File: src/rtl/complex_matrix_addsub_stream.sv
// Complex matrix add/subtract engine: one SIZE-element job per handshake, LANES complex
// adders per beat over SIZE/LANES beats, with optional saturation, sticky overflow and a tag.
module complex_matrix_addsub_stream #(
    parameter int WIDTH     = 16,
    parameter int SIZE      = 16,
    parameter int LANES     = 4,
    parameter int TAG_WIDTH = 1
) (
    input  logic                              clk_i,
    input  logic                              rst_i,
    input  logic                              in_valid_i,
    output logic                              in_ready_o,
    input  logic [SIZE*4-1:0][WIDTH-1:0]      operands_i,
    input  logic [1:0]                        op_i,
    input  logic                              sat_i,
    input  logic [TAG_WIDTH-1:0]              tag_i,
    input  logic                              flush_i,
    output logic [SIZE*2-1:0][WIDTH-1:0]      result_o,
    output logic                              ovf_o,
    output logic [TAG_WIDTH-1:0]              tag_o,
    output logic                              out_valid_o,
    input  logic                              out_ready_i,
    output logic                              busy_o
);

    localparam int BEATS  = SIZE / LANES;
    localparam int BEAT_W = (BEATS > 1) ? $clog2(BEATS) : 1;
    localparam int ELEM_W = (SIZE > 1) ? $clog2(SIZE) : 1;

    if ((SIZE % LANES) != 0) begin : gen_bad_lanes
        $error("complex_matrix_addsub_stream: SIZE must be a multiple of LANES");
    end
    if (WIDTH < 2) begin : gen_bad_width
        $error("complex_matrix_addsub_stream: WIDTH must be at least 2");
    end

    typedef enum logic [1:0] {IDLE, RUN, DONE} state_e;

    state_e                          state_q, state_d;
    logic [BEAT_W-1:0]               beat_q, beat_d;
    logic [SIZE*4-1:0][WIDTH-1:0]    operands_q, operands_d;
    logic [1:0]                      op_q, op_d;
    logic                            sat_q, sat_d;
    logic [TAG_WIDTH-1:0]            tag_q, tag_d;
    logic                            ovf_q, ovf_d;
    logic [SIZE*2-1:0][WIDTH-1:0]    result_q, result_d;

    logic [LANES-1:0][WIDTH-1:0]     laneRe, laneIm;
    logic [LANES-1:0][ELEM_W-1:0]    laneElem;
    logic [LANES-1:0]                laneOvf;
    logic signed [WIDTH:0]           aRe, aIm, bRe, bIm, sumRe, sumIm;

    // The (WIDTH+1)-bit sum overflows WIDTH exactly when its top two bits disagree.
    function automatic logic [WIDTH-1:0] fitWidth(input logic signed [WIDTH:0] s, input logic sat);
        logic [WIDTH-1:0] r;
        r = s[WIDTH-1:0];
        if (sat && (s[WIDTH] != s[WIDTH-1])) begin
            r = s[WIDTH] ? {1'b1, {(WIDTH-1){1'b0}}} : {1'b0, {(WIDTH-1){1'b1}}};
        end
        return r;
    endfunction

    always_comb begin
        laneRe   = '0;
        laneIm   = '0;
        laneElem = '0;
        laneOvf  = '0;
        aRe      = '0;
        aIm      = '0;
        bRe      = '0;
        bIm      = '0;
        sumRe    = '0;
        sumIm    = '0;
        for (int l = 0; l < LANES; l++) begin
            laneElem[l] = ELEM_W'(int'(beat_q) * LANES + l);
            aRe = {operands_q[{laneElem[l], 2'd0}][WIDTH-1], operands_q[{laneElem[l], 2'd0}]};
            aIm = {operands_q[{laneElem[l], 2'd1}][WIDTH-1], operands_q[{laneElem[l], 2'd1}]};
            bRe = {operands_q[{laneElem[l], 2'd2}][WIDTH-1], operands_q[{laneElem[l], 2'd2}]};
            bIm = {operands_q[{laneElem[l], 2'd3}][WIDTH-1], operands_q[{laneElem[l], 2'd3}]};
            case (op_q)
                2'd0:    begin sumRe = aRe + bRe; sumIm = aIm + bIm; end
                2'd1:    begin sumRe = aRe - bRe; sumIm = aIm - bIm; end
                2'd2:    begin sumRe = aRe + bRe; sumIm = aIm - bIm; end
                default: begin sumRe = bRe - aRe; sumIm = bIm - aIm; end
            endcase
            laneOvf[l] = (sumRe[WIDTH] != sumRe[WIDTH-1]) || (sumIm[WIDTH] != sumIm[WIDTH-1]);
            laneRe[l]  = fitWidth(sumRe, sat_q);
            laneIm[l]  = fitWidth(sumIm, sat_q);
        end
    end

    // Flush also clears ovf/tag so nothing from an aborted job is visible afterwards.
    always_comb begin
        state_d    = state_q;
        beat_d     = beat_q;
        operands_d = operands_q;
        op_d       = op_q;
        sat_d      = sat_q;
        tag_d      = tag_q;
        ovf_d      = ovf_q;
        result_d   = result_q;
        if (flush_i) begin
            state_d = IDLE;
            ovf_d   = 1'b0;
            tag_d   = '0;
        end else begin
            case (state_q)
                IDLE: begin
                    if (in_valid_i) begin
                        state_d    = RUN;
                        beat_d     = '0;
                        operands_d = operands_i;
                        op_d       = op_i;
                        sat_d      = sat_i;
                        tag_d      = tag_i;
                        ovf_d      = 1'b0;
                    end
                end
                RUN: begin
                    for (int l = 0; l < LANES; l++) begin
                        result_d[{laneElem[l], 1'b0}] = laneRe[l];
                        result_d[{laneElem[l], 1'b1}] = laneIm[l];
                    end
                    ovf_d = ovf_q | (|laneOvf);
                    if (beat_q == BEAT_W'(BEATS - 1)) begin
                        state_d = DONE;
                    end else begin
                        beat_d = beat_q + 1'b1;
                    end
                end
                DONE: begin
                    if (out_ready_i) begin
                        state_d = IDLE;
                    end
                end
                default: state_d = IDLE;
            endcase
        end
    end

    always_ff @(posedge clk_i) begin
        if (rst_i) begin
            state_q    <= IDLE;
            beat_q     <= '0;
            operands_q <= '0;
            op_q       <= '0;
            sat_q      <= 1'b0;
            tag_q      <= '0;
            ovf_q      <= 1'b0;
            result_q   <= '0;
        end else begin
            state_q    <= state_d;
            beat_q     <= beat_d;
            operands_q <= operands_d;
            op_q       <= op_d;
            sat_q      <= sat_d;
            tag_q      <= tag_d;
            ovf_q      <= ovf_d;
            result_q   <= result_d;
        end
    end

    assign in_ready_o  = (state_q == IDLE) && !rst_i && !flush_i;
    assign out_valid_o = (state_q == DONE);
    assign busy_o      = (state_q != IDLE);
    assign result_o    = result_q;
    assign ovf_o       = ovf_q;
    assign tag_o       = tag_q;

endmodule

File: config.mk
export PLATFORM = sky130hd
export DESIGN_NAME = complex_matrix_addsub_stream
export DESIGN_NICKNAME = d
export VERILOG_FILES = /design/src/rtl/complex_matrix_addsub_stream.sv
export SDC_FILE = /design/constraint.sdc
export NUM_CORES = 2
export LEC_CHECK = 0
export CAP_MARGIN = 0
export CORE_AREA = 2 2 597 599
export CTS_BUF_LIST = sky130_fd_sc_hd__clkbuf_8 sky130_fd_sc_hd__clkbuf_16
export DETAILED_ROUTE_END_ITERATION = 7
export DIE_AREA = 0 0 599 601
export GPL_TIMING_DRIVEN = 0
export PLACE_DENSITY = 0.4
export SYNTH_ARGS = -nofsm -noshare
export SYNTH_HDL_FRONTEND = slang
export SYNTH_SLANG_ARGS = --single-unit
File: constraint.sdc
create_clock -name clk_i -period 7.55 [get_ports clk_i]
set_clock_uncertainty 0.15 [all_clocks]
set_input_delay 2.265 -clock clk_i [delete_from_list [all_inputs] [get_ports clk_i]]
set_output_delay 2.265 -clock clk_i [all_outputs]
set_load 0.005 [all_outputs]
==> flow_metrics.py <==
metrics = {
    "outcome": {
        "outcome": "finished with violations",
        "violations": "max-capacitance violations, max-slew violations",
    },
    "job": {
        "drv_cap": 1,
    },
    "die": {
        "fp.dieArea_um2": 360000,
        "rows": 219,
        "initial_core_util_pct": 21.3,
        "die-height_um": 601,
        "boundaryPins": 1550,
        "core-area_um2": 354000,
        "die_w_um": 599,
    },
    "worst_hold_path": {
        "min_path_type": "register to register",
    },
    "clock_tree": {
        "cts_sinks": 1545,
        "htreeDepth": 4,
        "numCtsBuffers": 188,
        "clkSlewWorstSetupHoldPaths_ns": 0.06,
        "cts_root_buffer": "clkbuf_16",
        "ctsHoldBuffers": 0,
        "cts_tree": "yes",
        "max-clock-path-buffers": 4,
        "clk-insertion-delay-late_ns": 0.89,
    },
    "setup_path": {
        "path_cells": "buf_8 -> buf_16 -> buf_16 -> buf_12 -> buf_12 -> buf_16 -> clkbuf_16 -> buf_16 -> mux4_2 -> buf_4 -> nor3_1 -> a21oi_1 -> xnor2_1 -> ha_1 -> o21a_1 -> o21a_1 -> o21a_1 -> o31a_1 -> a21bo_2 -> xor2_1 -> o21ai_0 -> nand2_1 -> a2bb2oi_4 -> a211oi_1",
        "worst_ep_required_time_ns": 8.11,
        "max_stage_delay_ns": 1.27,
        "cp-end-kind": "register",
        "crit_buf_inv": 9,
        "arrival_ns": 8.08,
        "crit_type": "register to register",
        "start_kind": "register",
        "crit_slowest_cell": "o21ai_0",
        "cp_max_fo": 10,
        "cpLargestDelayFamily": "compound AO/OA/AOI/OAI gates",
        "crit_path_frequent_cell": "buf_16",
    },
    "sta": {
        "fin_tns_setup_ns": 0,
        "hold_viol": 0,
        "period_share_pct": 99.6,
        "period_needed_ns": 7.52,
        "max_slew_margin_pct": -12.1,
        "setup_viol": 0,
        "fmax_mhz": 133,
        "slew_viol_final": 3,
        "worst_pin_slew_ns": 1.66,
    },
    "placement": {
        "dpl_cell_area_um2": 97500,
        "hpwl_mm": 438,
        "numPortBuffers": 1547,
        "place_congestion": 0.920,
    },
    "detailed_routing": {
        "drc_errors": 0,
        "drt_iter0_drc": 5585,
        "postRouteAntennaNets": 0,
        "firstDrtPassIters": 6,
        "routed_via_density": 4.85,
        "wirelength_mm": 521,
        "via_count": 77542,
        "wire_per_inst_um": 32.6,
    },
    "yosys": {
        "netlist_area_um2": 75300,
        "yosysTopAreaCellShare_pct": 41.1,
        "synthCells": 9192,
        "synth_edf_count": 0,
        "synth_nets": 10512,
        "synth_cell_types": 93,
        "syn_avg_cell_area_um2": 8.20,
        "synthArstFlopShare_pct": 0,
        "seq_area_frac_synth_pct": 41.1,
        "synth_warnings": 0,
        "synth.area.top_cells": "dfxtp_1, nand2_1, a21oi_1, mux4_2, ha_1",
        "yosys.area.top_type": "dfxtp_1",
        "ys_seq_elements": 1545,
        "synth_flop_cell": "dfxtp_1",
    },
    "power_and_ir_drop": {
        "peakVddDrop_v": 0.000160,
        "p_leak_nw": 37.4,
        "power_frac_comb_pct": 27.0,
        "powerDensity_nw_per_um2": 234,
        "p_sw_w": 0.00844,
        "internal-power_w": 0.0165,
        "p_clk_share_pct": 38.4,
        "swShare_pct": 33.8,
        "pwr-share-seq_pct": 34.6,
    },
    "global_routing": {
        "grt_pass1_vias": 76789,
        "grt_max_degree": 20,
        "grt_pass1_wl_mm": 683,
        "antenna_found_initial": 121,
        "track_usage_pct": 27.9,
        "grt.overflow.total": 0,
    },
    "final_layout": {
        "fin_area_um2": 106000,
        "drive_gt1_share_pct": 8.91,
        "fill_cells": 37831,
        "area_delta_synth_final_pct": 41.3,
        "final_util_pct": 30.1,
        "finalNetCount": 12345,
    },
}
sequential cells by signal, indices dropped and copies added (netlist names):
signal      cells
operands_q   1024
beat_q          2
ovf_o           1
op_q            2
result_o      512
state_q         2
tag_o           1
sat_q           1
worst min-delay path, cell delays in order, from the launching register on:
cell and delay, ns:
dfxtp_1 0.30, nand2_1 0.05, a21oi_1 0.05
synth_stat cells, types with 18 or more instances:
library cell and instances:
nand2_1 2357, dfxtp_1 1545, a21oi_1 1365, nor2_1 723, clkbuf_1 552, a211oi_1 426, ha_1 271, mux4_2 256
o21ai_0 227, xnor2_1 201, inv_1 200, xor2_1 100, a21o_1 91, nor3_1 79, o21a_1 78, nand2b_1 52
nor2b_1 52, nand3_1 48, buf_1 39, or3_1 37, a31oi_1 32, o31ai_1 31, o21bai_1 26, and2_1 25
and3_1 25, a311oi_1 20, mux2i_1 20, nand3b_1 18
power by group through the flow:
stage	registers, W	logic (W)	clock network (W)
5_1_grt	0.00864	0.00711	0.0100
6_report	0.00862	0.00674	0.00958
3_3_place_gp	0.00878	0.00599	0
3_5_place_dp	0.00879	0.00611	0
4_1_cts	0.00861	0.00667	0.00975
2_1_floorplan	0.00871	0.00287	0
final timing paths:
kind              depth (start not counted)              end  slack (ns)             from
setup / recovery                         24    result_o[347]        0.03        beat_q[1]
hold / removal                            2  operands_q[429]        0.30  operands_q[429]
setup reg to reg                         24    result_o[347]        0.03        beat_q[1]
hold reg to reg                           2  operands_q[429]        0.30  operands_q[429]
area by class of cell:
| cell class | instances | area, um2 | share of cell area, % |
|---|---|---|---|
| Buffer | 627 | 3000 | 2.82 |
| Inverter | 203 | 763 | 0.717 |
| Sequential cell | 1545 | 30900 | 29.1 |
| Clock inverter | 108 | 1090 | 1.02 |
| Tap cell | 4751 | 5940 | 5.58 |
| Antenna cell | 56 | 140 | 0.132 |
| Timing Repair Buffer | 1647 | 17000 | 16.0 |
| Clock buffer | 233 | 5350 | 5.02 |
| Multi-Input combinational cell | 6813 | 42200 | 39.7 |
logic make-up (layout without fill, tap and decap cells):
| group | count (synthesis) | after routing | synth area share (%) |
|---|---|---|---|
| AOI/OAI and AO/OA | 2454 | 2454 | 19.5 |
| xor gates and xnor gates | 303 | 303 | 3.55 |
| adders and majority gates | 287 | 287 | 4.93 |
| buffers and inverters | 834 | 2818 | 4.37 |
| DFF | 1545 | 1545 | 41.1 |
| muxes | 278 | 278 | 7.95 |
| other | 0 | 56 | 0 |
| and+or+nand+nor | 3491 | 3491 | 18.7 |
layout by cell type (no fill, tap or decap), types with 16 or more instances in the layout:
cell and n:
nand2_1 2339, nor2b_1 52, buf_12 51, nand3_1 47, a21oi_1 1317, a21oi_2 24, inv_1 244, mux2i_1 19
xor2_1 98, diode_2 56, nand3b_1 18, o211ai_1 16, clkbuf_16 193, clkbuf_2 50, a21o_1 90, o21bai_1 26
a311oi_1 19, clkinv_2 19, nor2_1 705, xnor2_1 197, clkdlybuf4s50_1 1547, dfxtp_1 1544, and3_1 25, o21ai_0 206
and2_1 24, clkbuf_1 492, clkbuf_8 45, mux4_2 256, bufinv_16 18, buf_4 45, a31oi_1 29, o21a_1 77
a211oi_1 420, a21oi_4 44, ha_1 271, or3_1 36, nor3_1 76, nand2b_1 52, o31ai_1 29
what timing repair did:
| action | CTS | global route |
|---|---|---|
| endpoints found under the setup margin | 515 | 405 |
| setup buffers | 59 | 10 |
| resized for setup | 298 | 55 |
| pin swaps | 40 | 10 |
| cloned | 0 | 0 |
metrics by stage:
| stage | worst slack, ns | cells | power, W | hold slack [ns] |
|---|---|---|---|---|
| finish | 0.0285 | 15983 | 0.0249 | 0.302 |
| global route | -0.0145 | 15962 | 0.0258 | 0.317 |
| CTS | 0.00830 | 15917 | 0.0250 | 0.302 |
| detailed placement | -5.16 | 15520 | 0.0149 | 0.293 |
| global placement | -8.27 | 15490 | 0.0148 | 0.290 |
| floorplan | 0.686 | 9192 | 0.0116 | 0.283 |
metal layers:
metal,vias to the layer above,wire [um],GRT usage (%)
li1,35479,-,-
met5,-,169,0
met4,26,23600,11.7
met3,641,24500,3.52
met1,38639,217000,34.2
met2,2757,256000,48.7
Note: power is estimated with default switching activity, not from simulation.
